==> src/rtl/sram_line_reader.sv <==
// Line-read front end: fetches one SRAM line and streams words critical-word-first with wrap.
// Optional same-line bypass (no SRAM re-read) is built when LINE_READER_BYPASS_EN is defined.
module sram_line_reader #(
    parameter int unsigned ADDR_WIDTH = 10,
    parameter int unsigned LINE_WIDTH = 512,
    parameter int unsigned WORD_WIDTH = 32,
    localparam int unsigned WORDS     = LINE_WIDTH / WORD_WIDTH,
    localparam int unsigned OW        = $clog2(WORDS)
) (
    input  logic                  clk_i,
    input  logic                  rst_i,
    input  logic                  req_valid_i,
    output logic                  req_ready_o,
    input  logic [ADDR_WIDTH-1:0] req_addr_i,
    input  logic [OW-1:0]         req_off_i,
    input  logic [OW:0]           req_len_i,
    output logic                  out_valid_o,
    input  logic                  out_ready_i,
    output logic [WORD_WIDTH-1:0] out_data_o,
    output logic                  out_last_o,
    output logic [ADDR_WIDTH-1:0] sram_addr_o,
    output logic                  sram_we_o,
    input  logic [LINE_WIDTH-1:0] sram_q_i,
    input  logic                  inv_i,
    output logic                  busy_o
);

    localparam logic [OW:0]   WordsLen = (OW+1)'(WORDS);
    localparam logic [OW-1:0] LastPtr  = OW'(WORDS - 1);

    typedef enum logic [1:0] {StIdle, StIssue, StWait, StStream} state_e;

    state_e                state_q, state_d;
    logic [ADDR_WIDTH-1:0] addr_q, addr_d;
    logic [ADDR_WIDTH-1:0] sram_addr_q, sram_addr_d;
    logic [OW-1:0]         ptr_q, ptr_d;
    logic [OW:0]           rem_q, rem_d;
    logic [LINE_WIDTH-1:0] line_q;
    logic                  line_we;
    logic [OW:0]           eff_len;
    logic                  hit;

    // A zero or oversize length means a whole line.
    always_comb begin
        eff_len = req_len_i;
        if (req_len_i == '0 || req_len_i > WordsLen) begin
            eff_len = WordsLen;
        end
    end

`ifdef LINE_READER_BYPASS_EN
    logic [ADDR_WIDTH-1:0] tag_q;
    logic                  tag_valid_q;

    // A coincident invalidate forces the request down the full SRAM path.
    assign hit = tag_valid_q && (req_addr_i == tag_q) && !inv_i;

    always_ff @(posedge clk_i) begin
        if (rst_i) begin
            tag_q       <= '0;
            tag_valid_q <= 1'b0;
        end else begin
            if (line_we) begin
                tag_q       <= addr_q;
                tag_valid_q <= 1'b1;
            end
            if (inv_i) begin
                tag_valid_q <= 1'b0;
            end
        end
    end
`else
    logic unused_inv;
    assign unused_inv = inv_i;
    assign hit        = 1'b0;
`endif

    always_comb begin
        state_d     = state_q;
        addr_d      = addr_q;
        sram_addr_d = sram_addr_q;
        ptr_d       = ptr_q;
        rem_d       = rem_q;
        line_we     = 1'b0;
        case (state_q)
            StIdle: begin
                if (req_valid_i) begin
                    addr_d = req_addr_i;
                    ptr_d  = req_off_i;
                    rem_d  = eff_len;
                    if (hit) begin
                        state_d = StStream;
                    end else begin
                        sram_addr_d = req_addr_i;
                        state_d     = StIssue;
                    end
                end
            end
            StIssue: state_d = StWait;
            StWait: begin
                line_we = 1'b1;
                state_d = StStream;
            end
            StStream: begin
                if (out_ready_i) begin
                    ptr_d = (ptr_q == LastPtr) ? '0 : ptr_q + 1'b1;
                    rem_d = rem_q - 1'b1;
                    if (rem_q == (OW+1)'(1)) begin
                        state_d = StIdle;
                    end
                end
            end
            default: state_d = StIdle;
        endcase
    end

    always_ff @(posedge clk_i) begin
        if (rst_i) begin
            state_q     <= StIdle;
            addr_q      <= '0;
            sram_addr_q <= '0;
            ptr_q       <= '0;
            rem_q       <= '0;
        end else begin
            state_q     <= state_d;
            addr_q      <= addr_d;
            sram_addr_q <= sram_addr_d;
            ptr_q       <= ptr_d;
            rem_q       <= rem_d;
        end
    end

    always_ff @(posedge clk_i) begin
        if (rst_i) begin
            line_q <= '0;
        end else if (line_we) begin
            line_q <= sram_q_i;
        end
    end

    assign req_ready_o = (state_q == StIdle);
    assign out_valid_o = (state_q == StStream);
    assign out_last_o  = (state_q == StStream) && (rem_q == (OW+1)'(1));
    assign out_data_o  = line_q[ptr_q*WORD_WIDTH +: WORD_WIDTH];
    assign sram_addr_o = sram_addr_q;
    assign sram_we_o   = 1'b0;
    assign busy_o      = (state_q != StIdle);

endmodule

==> config.mk <==
export PLATFORM = sky130hd
export DESIGN_NAME = sram_line_reader
export DESIGN_NICKNAME = d
export VERILOG_FILES = /design/src/rtl/sram_line_reader.sv
export SDC_FILE = /design/constraint.sdc
export NUM_CORES = 1
export LEC_CHECK = 0
export ABC_AREA = 1
export CAP_MARGIN = 20
export CELL_PAD_IN_SITES_DETAIL_PLACEMENT = 1
export CELL_PAD_IN_SITES_GLOBAL_PLACEMENT = 1
export CORE_MARGIN = 2
export CORE_UTILIZATION = 35
export DETAILED_ROUTE_END_ITERATION = 12
export GPL_ROUTABILITY_DRIVEN = 0
export GPL_TIMING_DRIVEN = 0
export PLACE_DENSITY = 0.89
export REMOVE_ABC_BUFFERS = 1
export SLEW_MARGIN = 5
export SYNTH_ARGS = -nofsm -noshare
export SYNTH_HDL_FRONTEND = slang
export SYNTH_SLANG_ARGS = --single-unit
==> constraint.sdc <==
create_clock -name clk_i -period 2 [get_ports clk_i]
set_input_delay 0.2 -clock clk_i [delete_from_list [all_inputs] [get_ports clk_i]]
set_output_delay 0.2 -clock clk_i [all_outputs]
set_load 0.03 [all_outputs]
# After elaboration in Yosys (flattened, before gate mapping)
# Cells that the tools add are included.
# op_classes
shifts,1
n_mux,13
n_reduce_logical,9
n_eq_ne,8
order_cmp,1
add_sub_neg,2
# op_table
operator,count
$shiftx A512 B10 Y32,1
$mux W5,3
$mux W4,3
$pmux W5 S2,1
$pmux W2 S4,1
$pmux W4 S2,1
$mux W2,3
$reduce_and A3 Y1,2
$eq A5 B1 Y1 const B,1
$gt A5 B5 Y1 const B,1
$logic_not A5 Y1,1
$sub A5 B1 Y5 const B,1
$add A4 B1 Y4 const B,1
$eq A2 B2 Y1 const B,2
$eq A4 B4 Y1 const B,1
$ne A2 B1 Y1 const B,2
$reduce_bool A2 Y1,2
$eq A2 B1 Y1 const B,1
$logic_not A2 Y1,1
$ne A2 B2 Y1 const B,1
$reduce_and A2 Y1,1
$logic_and A1 B1 Y1,1
$logic_or A1 B1 Y1,1
$mux W1,1
# totals
reg_bits,533
output_inout_bits,47

# Longest topological paths before layout
# Gate-level depths: netlist of the first run.
# depth
depth_word,5
ltp_mapped,10
mapped_depth_nobuf,9

# Worst setup path after synthesis of the first run
# Ideal clock, no wire load.
# synth_timing
path_kind,register -> register
from,reg state_q[0]
to,reg ptr_q[1]
period_less_slack_ns,1.717
path_stages_with_launch,9
setup_ns,0.128
t_arrival_ns,1.589
slack_ns,0.283
cell_sequence,dfxtp_1 -> inv_1 -> ha_1 -> inv_1 -> nand2_1 -> nand3_1 -> clkbuf_1 -> o21ai_0 -> a21oi_1
# synth_via
elab_chain_len,3
# synth_rtl
element,line_no,text
from (decl),33,"state_e state_q, state_d;"
from (signal assigned),119,state_q <= StIdle;
from (signal assigned),125,state_q <= state_d;
$logic_not A2 Y1 *,-,
net req_ready_o,13,"output logic req_ready_o,"
$ne A2 B2 Y1 (no line) or $reduce_bool A2 Y1 (tied branches),-,
$reduce_and A3 Y1 (no line),-,
to (signal assigned),128,ptr_q <= ptr_d;
to (decl),36,"logic [OW-1:0] ptr_q, ptr_d;"
# The timed path passes the listed nets; every way through them passes the cells marked *.
# A chain may end at the register's enable or synchronous reset.

# Final worst setup path of the first run
# layout_timing
from,reg ptr_q[1]
to,out out_data_o[2]
# layout_via
elab_chain_len,1
# layout_rtl
element,line_no,text
$shiftx A512 B10 Y32,144,assign out_data_o = line_q[ptr_q*WORD_WIDTH +: WORD_WIDTH];
to (decl),19,"output logic [WORD_WIDTH-1:0] out_data_o,"
# Every way passes these cells.

==> PnR_summary.wiki, run 1 <==
{| class="wikitable"
! Metric !! Value
|-
| Crit path required time || 1800 ps
|-
| Fin worst setup slack || -604 ps
|-
| Max-slew headroom || 0.563
|-
| Number of I/O port buffers || 580
|-
| Final design utilization || 0.514
|-
| Area of the die || 71200 um^2
|-
| Max-slew violation count || 0
|-
| Initial core utilization || 0.353
|-
| Gate power share || 0.563
|-
| Reg area || 10700 um^2
|-
| Total half-perimeter wirelength after legalization and detailed placement || 59.6 mm
|-
| Cell-internal power || 34.1 mW
|-
| Number of nets in the layout || 4662
|-
| Cell count after synthesis || 3614
|-
| Area used by multi-input combinational logic || 10600 um^2
|-
| Reported leakage power || 14.8 nW
|-
| I/O pin cnt || 583
|-
| Post-synth cell types || 20
|-
| Clock transition at the register clock pins on the worst setup and hold paths after CTS || 60 ps
|-
| Detail-routed net length per standard cell || 24.3 um
|-
| Final setup skew || 16.3 ps
|-
| TritonCTS clock tree || yes
|-
| Net Switching || 28.5 mW
|-
| Critical path class || reg2out
|-
| Worst endpoint data arrival time || 2400 ps
|-
| Area overhead of the layout relative to synthesis || 45.6%
|-
| Antenna-violating nets left || 0
|-
| # rows || 96
|-
| Core Box Area || 68500 um^2
|-
| Final period util || 1.30
|-
| Num CTS Buffers || 59
|-
| Total global-route track usage || 0.319
|-
| Root Driver || sky130_fd_sc_hd__clkbuf_16
|-
| Detailed-route via count || 28000
|-
| Pin count of the biggest net entering global routing || 146
|-
| Clock period minus final worst setup slack || 2600 ps
|-
| Height of the die || 267 um
|-
| Overflow after GRT || 0
|-
| Sequential fraction of design power || 0.254
|-
| Syn. warnings || 0
|-
| Final Routed Wirelength || 124 mm
|-
| Reported max-cap violation count || 0
|-
| Ratio of routed vias to standard cells || 5.50
|-
| Number of DRC markers after the initial detailed-route iteration || 2166
|-
| Switching Fraction || 0.455
|-
| Clock tree sinks || 533
|-
| Power per cell area || 1780 nW/um^2
|-
| Peak fanout along the critical path || 23
|-
| Number of detailed-route iterations in the first pass || 7
|-
| Residual DRC count || 0
|-
| Setup-violating endpoint count in the final report || 34
|-
| Number of synthesized register bits || 533
|-
| Fmax || 384 MHz
|-
| Wire length of the first global-routing pass || 173 mm
|-
| Status || complete, but fails checks
|-
| Width of the chip || 267 um
|-
| Count of filler cells inserted in the layout || 8467
|-
| Post-route setup TNS || -16030 ps
|-
| Depth of the CTS H-tree || 2
|-
| Deepest clock path buffer count || 3
|-
| Seq/Total Area, Yosys || 0.441
|-
| Largest voltage drop on the vdd net || 1110 uV
|-
| Post-route design area || 35200 um^2
|-
| Clock latency at the later pin of the worst-skew pair || 620 ps
|-
| Number of antenna violations at the first check in global routing || 53
|-
| Fraction of layout instances using a drive strength above 1 || 0.0858
|-
| Summed instance area of the synthesized netlist || 24200 um^2
|-
| Clk pwr share || 0.183
|-
| Type of destination of the critical path || output pin
|-
| Avg Synthesized Cell Area || 6.69 um^2
|-
| Number of global-route vias before repair || 28900
|-
| Fin. Hold Viols || 0
|-
| Class of the most critical hold timing path || in2reg
|-
| Violations in the final reports || negative setup slack
|-
| DP Area || 30500 um^2
|-
| Setup repair after global routing missed its margin || true
|-
| Launching element type of the critical path || register
|-
| Slew at the pin closest to its max-slew limit || 654 ps
|}
## cell families (layout without fill, tap and decap cells)
group | Yosys count | in the layout | share of synthesized area
simple gates | 1234 | 1234 | 0.209
compound gates | 1022 | 1022 | 0.212
flops | 533 | 533 | 0.441
buf+inv | 815 | 1364 | 0.134
fa+ha+maj | 8 | 8 | 0.00414
other cells | 1 | 53 | 0.000155
xor+xnor | 1 | 1 | 0.000362
## cells in the mapped netlist (all sizes together)
cell type / instances / area [um^2]
buf: 134 / 681
nand2: 740 / 2780
ha: 8 / 100
nor3: 1 / 5.00
a31oi: 1 / 6.26
conb: 1 / 3.75
clkinv: 2 / 7.51
a21oi: 492 / 2460
inv: 537 / 2020
nand3: 333 / 1670
nor2: 159 / 597
clkbuf: 142 / 533
xor2: 1 / 8.76
o21ai: 529 / 2650
nand4: 1 / 6.26
dfxtp: 533 / 10700
## worst paths after layout
| check | start | end | slack, ps | cells after the start |
|---|---|---|---|---|
| max | ptr_q[1] | out_data_o[2] | -600 | 11 |
| min | rst_i | state_q[1] | 150 | 2 |
| max reg2reg | state_q[0] | line_q[92] | 0 | 9 |
| min reg2reg | line_q[293] | line_q[293] | 460 | 2 |
## per-stage QoR
| step | total power, mW | cells | hold WS [ps] | setup slack [ps] |
|---|---|---|---|---|
| floorplan | 23.2 | 3338 | 269 | -8140 |
| global placement | 25.0 | 4800 | 441 | -21580 |
| detailed placement | 41.5 | 4822 | 448 | -1890 |
| CTS | 60.3 | 5019 | 130 | -536 |
| global route | 65.7 | 5091 | 152 | -648 |
| finish | 62.6 | 5097 | 146 | -604 |
## state kept, by name, indices dropped and copies added, names as in the netlist
signal / count
line_q: 512
state_q: 2
sram_addr_o: 10
ptr_q: 4
rem_q: 5
## final cells by class
cell class / instances / share of cell area
tap: 882 / 0.0313
sequential: 533 / 0.304
inverter: 539 / 0.0605
antenna: 52 / 0.00370
timing repair inverter: 13 / 0.00412
multi-input combinational: 2266 / 0.301
timing repair buffer: 706 / 0.239
clock buffer: 87 / 0.0507
clock inverter: 19 / 0.00586
## routing by layer
layer / vias up / track usage / wire length [um] / share of wire
met5: - / 0 / 39 / 0.00031
met4: 6 / 0.198 / 8370 / 0.068
met2: 1271 / 0.543 / 59500 / 0.48
met3: 455 / 0.0630 / 8350 / 0.067
li1: 12600 / - / - / -
met1: 13700 / 0.367 / 47500 / 0.38
## repair_timing
| item | in CTS | in global routing |
|---|---|---|
| setup buffers | 41 | 19 |
| gates resized for setup | 346 | 43 |
| gates cloned | 50 | 9 |
| hold buffers | 0 | 0 |
| pin swaps | 47 | 8 |
| endpoints found under the setup margin | 513 | 205 |
## critical path, cell delays in order (launching register included)
cell                      delay (ps)
sky130_fd_sc_hd__dfxtp_4         370
sky130_fd_sc_hd__buf_16          140
sky130_fd_sc_hd__buf_16          130
sky130_fd_sc_hd__buf_16          160
sky130_fd_sc_hd__inv_8           220
sky130_fd_sc_hd__nand3_1         170
sky130_fd_sc_hd__nand2_1         130
sky130_fd_sc_hd__nand2_1          90
sky130_fd_sc_hd__nand2_1          80
sky130_fd_sc_hd__inv_1            50
sky130_fd_sc_hd__nand2_1          80
sky130_fd_sc_hd__buf_6           140
## layout by cell type (no fill, tap or decap), drive strengths merged
cell             n
clkbuf          96
dlymetal6s2s     1
nand2          740
diode           52
bufinv           4
inv            545
nand3          333
dfxtp          533
clkdlybuf4s15    2
bufbuf          17
clkdlybuf4s50  543
clkinv          17
nor3             1
o21ai          529
ha               8
a21oi          492
a31oi            1
nand4            1
conb             1
xor2             1
clkinvlp         5
nor2           159
buf            134
## power groups by stage
stage | Clock (mW) | Sequential, mW | Combinational, mW
2_1_floorplan | 0 | 13.8 | 9.42
3_3_place_gp | 0 | 13.3 | 11.7
3_5_place_dp | 0 | 16.4 | 25.1
4_1_cts | 11.5 | 15.8 | 33.0
5_1_grt | 12.0 | 16.2 | 37.5
6_report | 11.5 | 15.9 | 35.2
Note: power is estimated with default switching activity, not from simulation.
==> run 2, diff against run 1 <==
Settings changed: CORE_MARGIN 2 to 5.
==> run 2 against run 1 <==
Net effect:
- the flow still finishes with violations (negative setup slack)
- sequential cell count did not move
- sequential share of layout area decreased by 0.57 points
- hold slack gained 6.8 ps
- sequential power is essentially flat
- fmax is 5.1% higher
- count of clock-buffer cells in the layout increased by 10
- cell area up 2.0%
- final cell count increased by 1.7%
- largest cell class unchanged
- critical path depth fell by 1
==> PnR_summary.wiki, run 2 (same netlist as run 1, synthesis figures left out) <==
{| class="wikitable"
! Metric !! Value
|-
| Clock tree sinks || 533 (unchanged)
|-
| Status || complete, but fails checks
|-
| Largest voltage drop on the vdd net || 1300 uV (+17%)
|-
| Setup repair after global routing missed its margin || true
|-
| Worst endpoint data arrival time || 2280 ps (-120 ps)
|-
| Clock transition at the register clock pins on the worst setup and hold paths after CTS || 70 ps (about the same)
|-
| Max FFs per register || 512 (unchanged)
|-
| Total length of routed met3 wires || 10.7 mm (+29%)
|-
| Violations in the final reports || negative setup slack
|-
| Antenna-violating nets left || 0 (unchanged)
|-
| # rows || 96 (unchanged)
|-
| Max-slew headroom || 0.656 (+0.0929)
|-
| Detailed-route via count || 28600 (+2.0%)
|-
| Number of antenna violations at the first check in global routing || 70 (+32%)
|-
| Final setup skew || 27.5 ps (+11.2 ps)
|-
| Max Used Layer || met5
|-
| Area overhead of the layout relative to synthesis || 48.4%
|-
| Net Switching || 29.3 mW (+2.8%)
|-
| Type of destination of the critical path || output pin
|-
| Pin count of the biggest net entering global routing || 136 (-6.8%)
|-
| Fraction of layout instances using a drive strength above 1 || 0.0973 (+0.0115)
|-
| Launching element type of the critical path || register
|-
| Switching Fraction || 0.454 (-0.000712)
|-
| Final Routed Wirelength || 129 mm (+4.1%)
|-
| Slowest library cell on the worst path || sky130_fd_sc_hd__dfxtp_4
|-
| Overflow after GRT || 0 (unchanged)
|-
| Final design utilization || 0.523 (+0.00926)
|-
| Cell-internal power || 35.2 mW (+3.1%)
|-
| Root Driver || sky130_fd_sc_hd__clkbuf_16
|-
| Wire length of the first global-routing pass || 172 mm (-0.41%)
|-
| Metal2 WL || 61.5 mm (+3.3%)
|-
| Slew at the pin closest to its max-slew limit || 516 ps (-138 ps)
|-
| Setup-violating endpoint count in the final report || 36 (+5.9%)
|-
| Sequential fraction of design power || 0.248 (-0.006)
|-
| Ratio of routed vias to standard cells || 5.52 (+0.28%)
|-
| Reg with most FFs || line_q
|-
| Largest delay contributor family on the critical path || buffers and inverters
|-
| Core Box Area || 68600 um^2 (+0.18%)
|-
| DP Area || 30600 um^2 (+0.32%)
|-
| Reported max-cap violation count || 0 (unchanged)
|-
| Deepest clock path buffer count || 3 (unchanged)
|-
| Area of the die || 74500 um^2 (+4.5%)
|-
| Max-slew violation count || 0 (unchanged)
|-
| Maximum cell stage delay along the critical path || 380 ps (about the same)
|-
| Peak fanout along the critical path || 5 (-78%)
|-
| Number of DRC markers after the initial detailed-route iteration || 2633 (+22%)
|-
| Height of the die || 273 um (+2.2%)
|-
| Fmax || 403 MHz (+5.1%)
|-
| Clock latency at the later pin of the worst-skew pair || 630 ps (about the same)
|-
| Number of I/O port buffers || 580 (unchanged)
|-
| Num CTS Buffers || 60 (+1.7%)
|-
| Number of nets in the layout || 4680 (+0.39%)
|-
| Detail-routed net length per standard cell || 24.9 um (+2.4%)
|-
| Crit path required time || 1800 ps (about the same)
|-
| Depth of the CTS H-tree || 2 (unchanged)
|-
| Class of the most critical hold timing path || in2reg
|-
| Fin worst setup slack || -479 ps (+125 ps)
|-
| Power Total || 64.5 mW (+3.0%)
|-
| Clk pwr share || 0.180 (-0.003)
|-
| TritonCTS clock tree || yes
|-
| Metal1 wirelength || 47.0 mm (-1.2%)
|-
| Total half-perimeter wirelength after legalization and detailed placement || 60.8 mm (+2.2%)
|-
| Number of detailed-route iterations in the first pass || 6 (-1)
|-
| I/O pin cnt || 583 (unchanged)
|-
| Post-route design area || 35900 um^2 (+2.0%)
|-
| Critical Path Most Common Cell || sky130_fd_sc_hd__nand3_1
|-
| Number of buffers added to fix hold violations after cts || 0 (unchanged)
|-
| Clock period minus final worst setup slack || 2480 ps (-125 ps)
|-
| Total global-route track usage || 0.298 (-0.0208)
|-
| CP Cell Sequence || buf_12 -> buf_16 -> buf_12 -> clkbuf_16 -> nand2_1 -> nand3_1 -> nand3_1 -> nand3_1 -> nand2_1 -> buf_6
|-
| Number of global-route vias before repair || 28700 (-0.70%)
|-
| Width of the chip || 273 um (+2.2%)
|-
| Commonest non-fill, non-tap cells in the layout || sky130_fd_sc_hd__nand2_1 (687), sky130_fd_sc_hd__clkdlybuf4s50_1 (544), sky130_fd_sc_hd__o21ai_0 (529)
|-
| Most common cell after layout, fill and taps aside || sky130_fd_sc_hd__nand2_1
|-
| Reported leakage power || 15.0 nW (+1.7%)
|-
| Critical path class || reg2out
|-
| Final period util || 1.24 (-0.0626)
|-
| Fin. Hold Viols || 0 (unchanged)
|-
| Count of filler cells inserted in the layout || 8393 (-0.87%)
|-
| Gate power share || 0.572 (+0.009)
|-
| Power per cell area || 1800 nW/um^2 (+1.0%)
|-
| Initial core utilization || 0.353 (-0.000619)
|-
| Residual DRC count || 0 (unchanged)
|-
| Crit path buf inv count || 5 (-1)
|}
-- run 2: worst paths after layout --
| kind | from | to | slack [ps] | cells past startpoint |
|---|---|---|---|---|
| worst max-delay path | ptr_q[0] | out_data_o[19] | -480 | 10 |
| worst min-delay path | sram_q_i[22] | line_q[22] | 150 | 3 |
| worst max register to register | state_q[0] | line_q[354] | -180 | 9 |
| worst min register to register | line_q[311] | line_q[311] | 460 | 2 |
-- run 2: timing repair --
item                       in CTS  in global routing
setup endpoints to repair     513                182
cloned                         49                 25
buffers inserted               50                 12
resized for setup             328                117
pin swaps                      12                 44
-- run 2: through the flow --
step / worst slack [ps] / TNS [ps] / hold slack [ps] / std cells
2_1_floorplan: -8140 / -3528850 / 269 / 3338
3_3_place_gp: -21740 / -6654130 / 439 / 4849
3_5_place_dp: -1680 / -455750 / 447 / 4873
4_1_cts: -454 / -12870 / 131 / 5081
5_1_grt: -549 / -15310 / 172 / 5173
6_report: -479 / -12890 / 153 / 5184
-- run 2: layout make-up --
| cell class | count | area [um^2] | share of cell area |
|---|---|---|---|
| Antenna cell | 70 | 175 | 0.00488 |
| Clock buffer | 97 | 1850 | 0.0516 |
| Clock inverter | 12 | 165 | 0.00460 |
| Inverter | 539 | 2100 | 0.0585 |
| Multi-Input combinational cell | 2266 | 10700 | 0.297 |
| Sequential cell | 533 | 10700 | 0.298 |
| Tap cell | 931 | 1160 | 0.0324 |
| Timing Repair Buffer | 729 | 9000 | 0.251 |
| Timing Repair inverter | 7 | 85.1 | 0.00237 |
-- run 2: worst register-to-register path, cell delays in order (launching register included) --
cell and delay [ps]:
sky130_fd_sc_hd__dfxtp_2 370, sky130_fd_sc_hd__inv_1 110, sky130_fd_sc_hd__ha_4 210, sky130_fd_sc_hd__buf_12 150, sky130_fd_sc_hd__inv_16 140, sky130_fd_sc_hd__buf_16 170
sky130_fd_sc_hd__buf_16 180, sky130_fd_sc_hd__buf_4 240, sky130_fd_sc_hd__o21ai_0 150, sky130_fd_sc_hd__a21oi_1 340
-- run 2: power groups by stage --
stage	registers (mW)	clock network, mW	logic, mW
2_1_floorplan	13.8	0	9.42
3_3_place_gp	13.3	0	11.7
3_5_place_dp	16.4	0	25.0
4_1_cts	15.8	11.6	32.8
5_1_grt	16.3	12.1	39.0
6_report	16.0	11.6	36.9
-- run 2: metal layers --
metal,up-vias,track usage
li1,12700,-
met1,13900,0.348
met2,1451,0.506
met3,530,0.0579
met4,8,0.179
met5,-,0
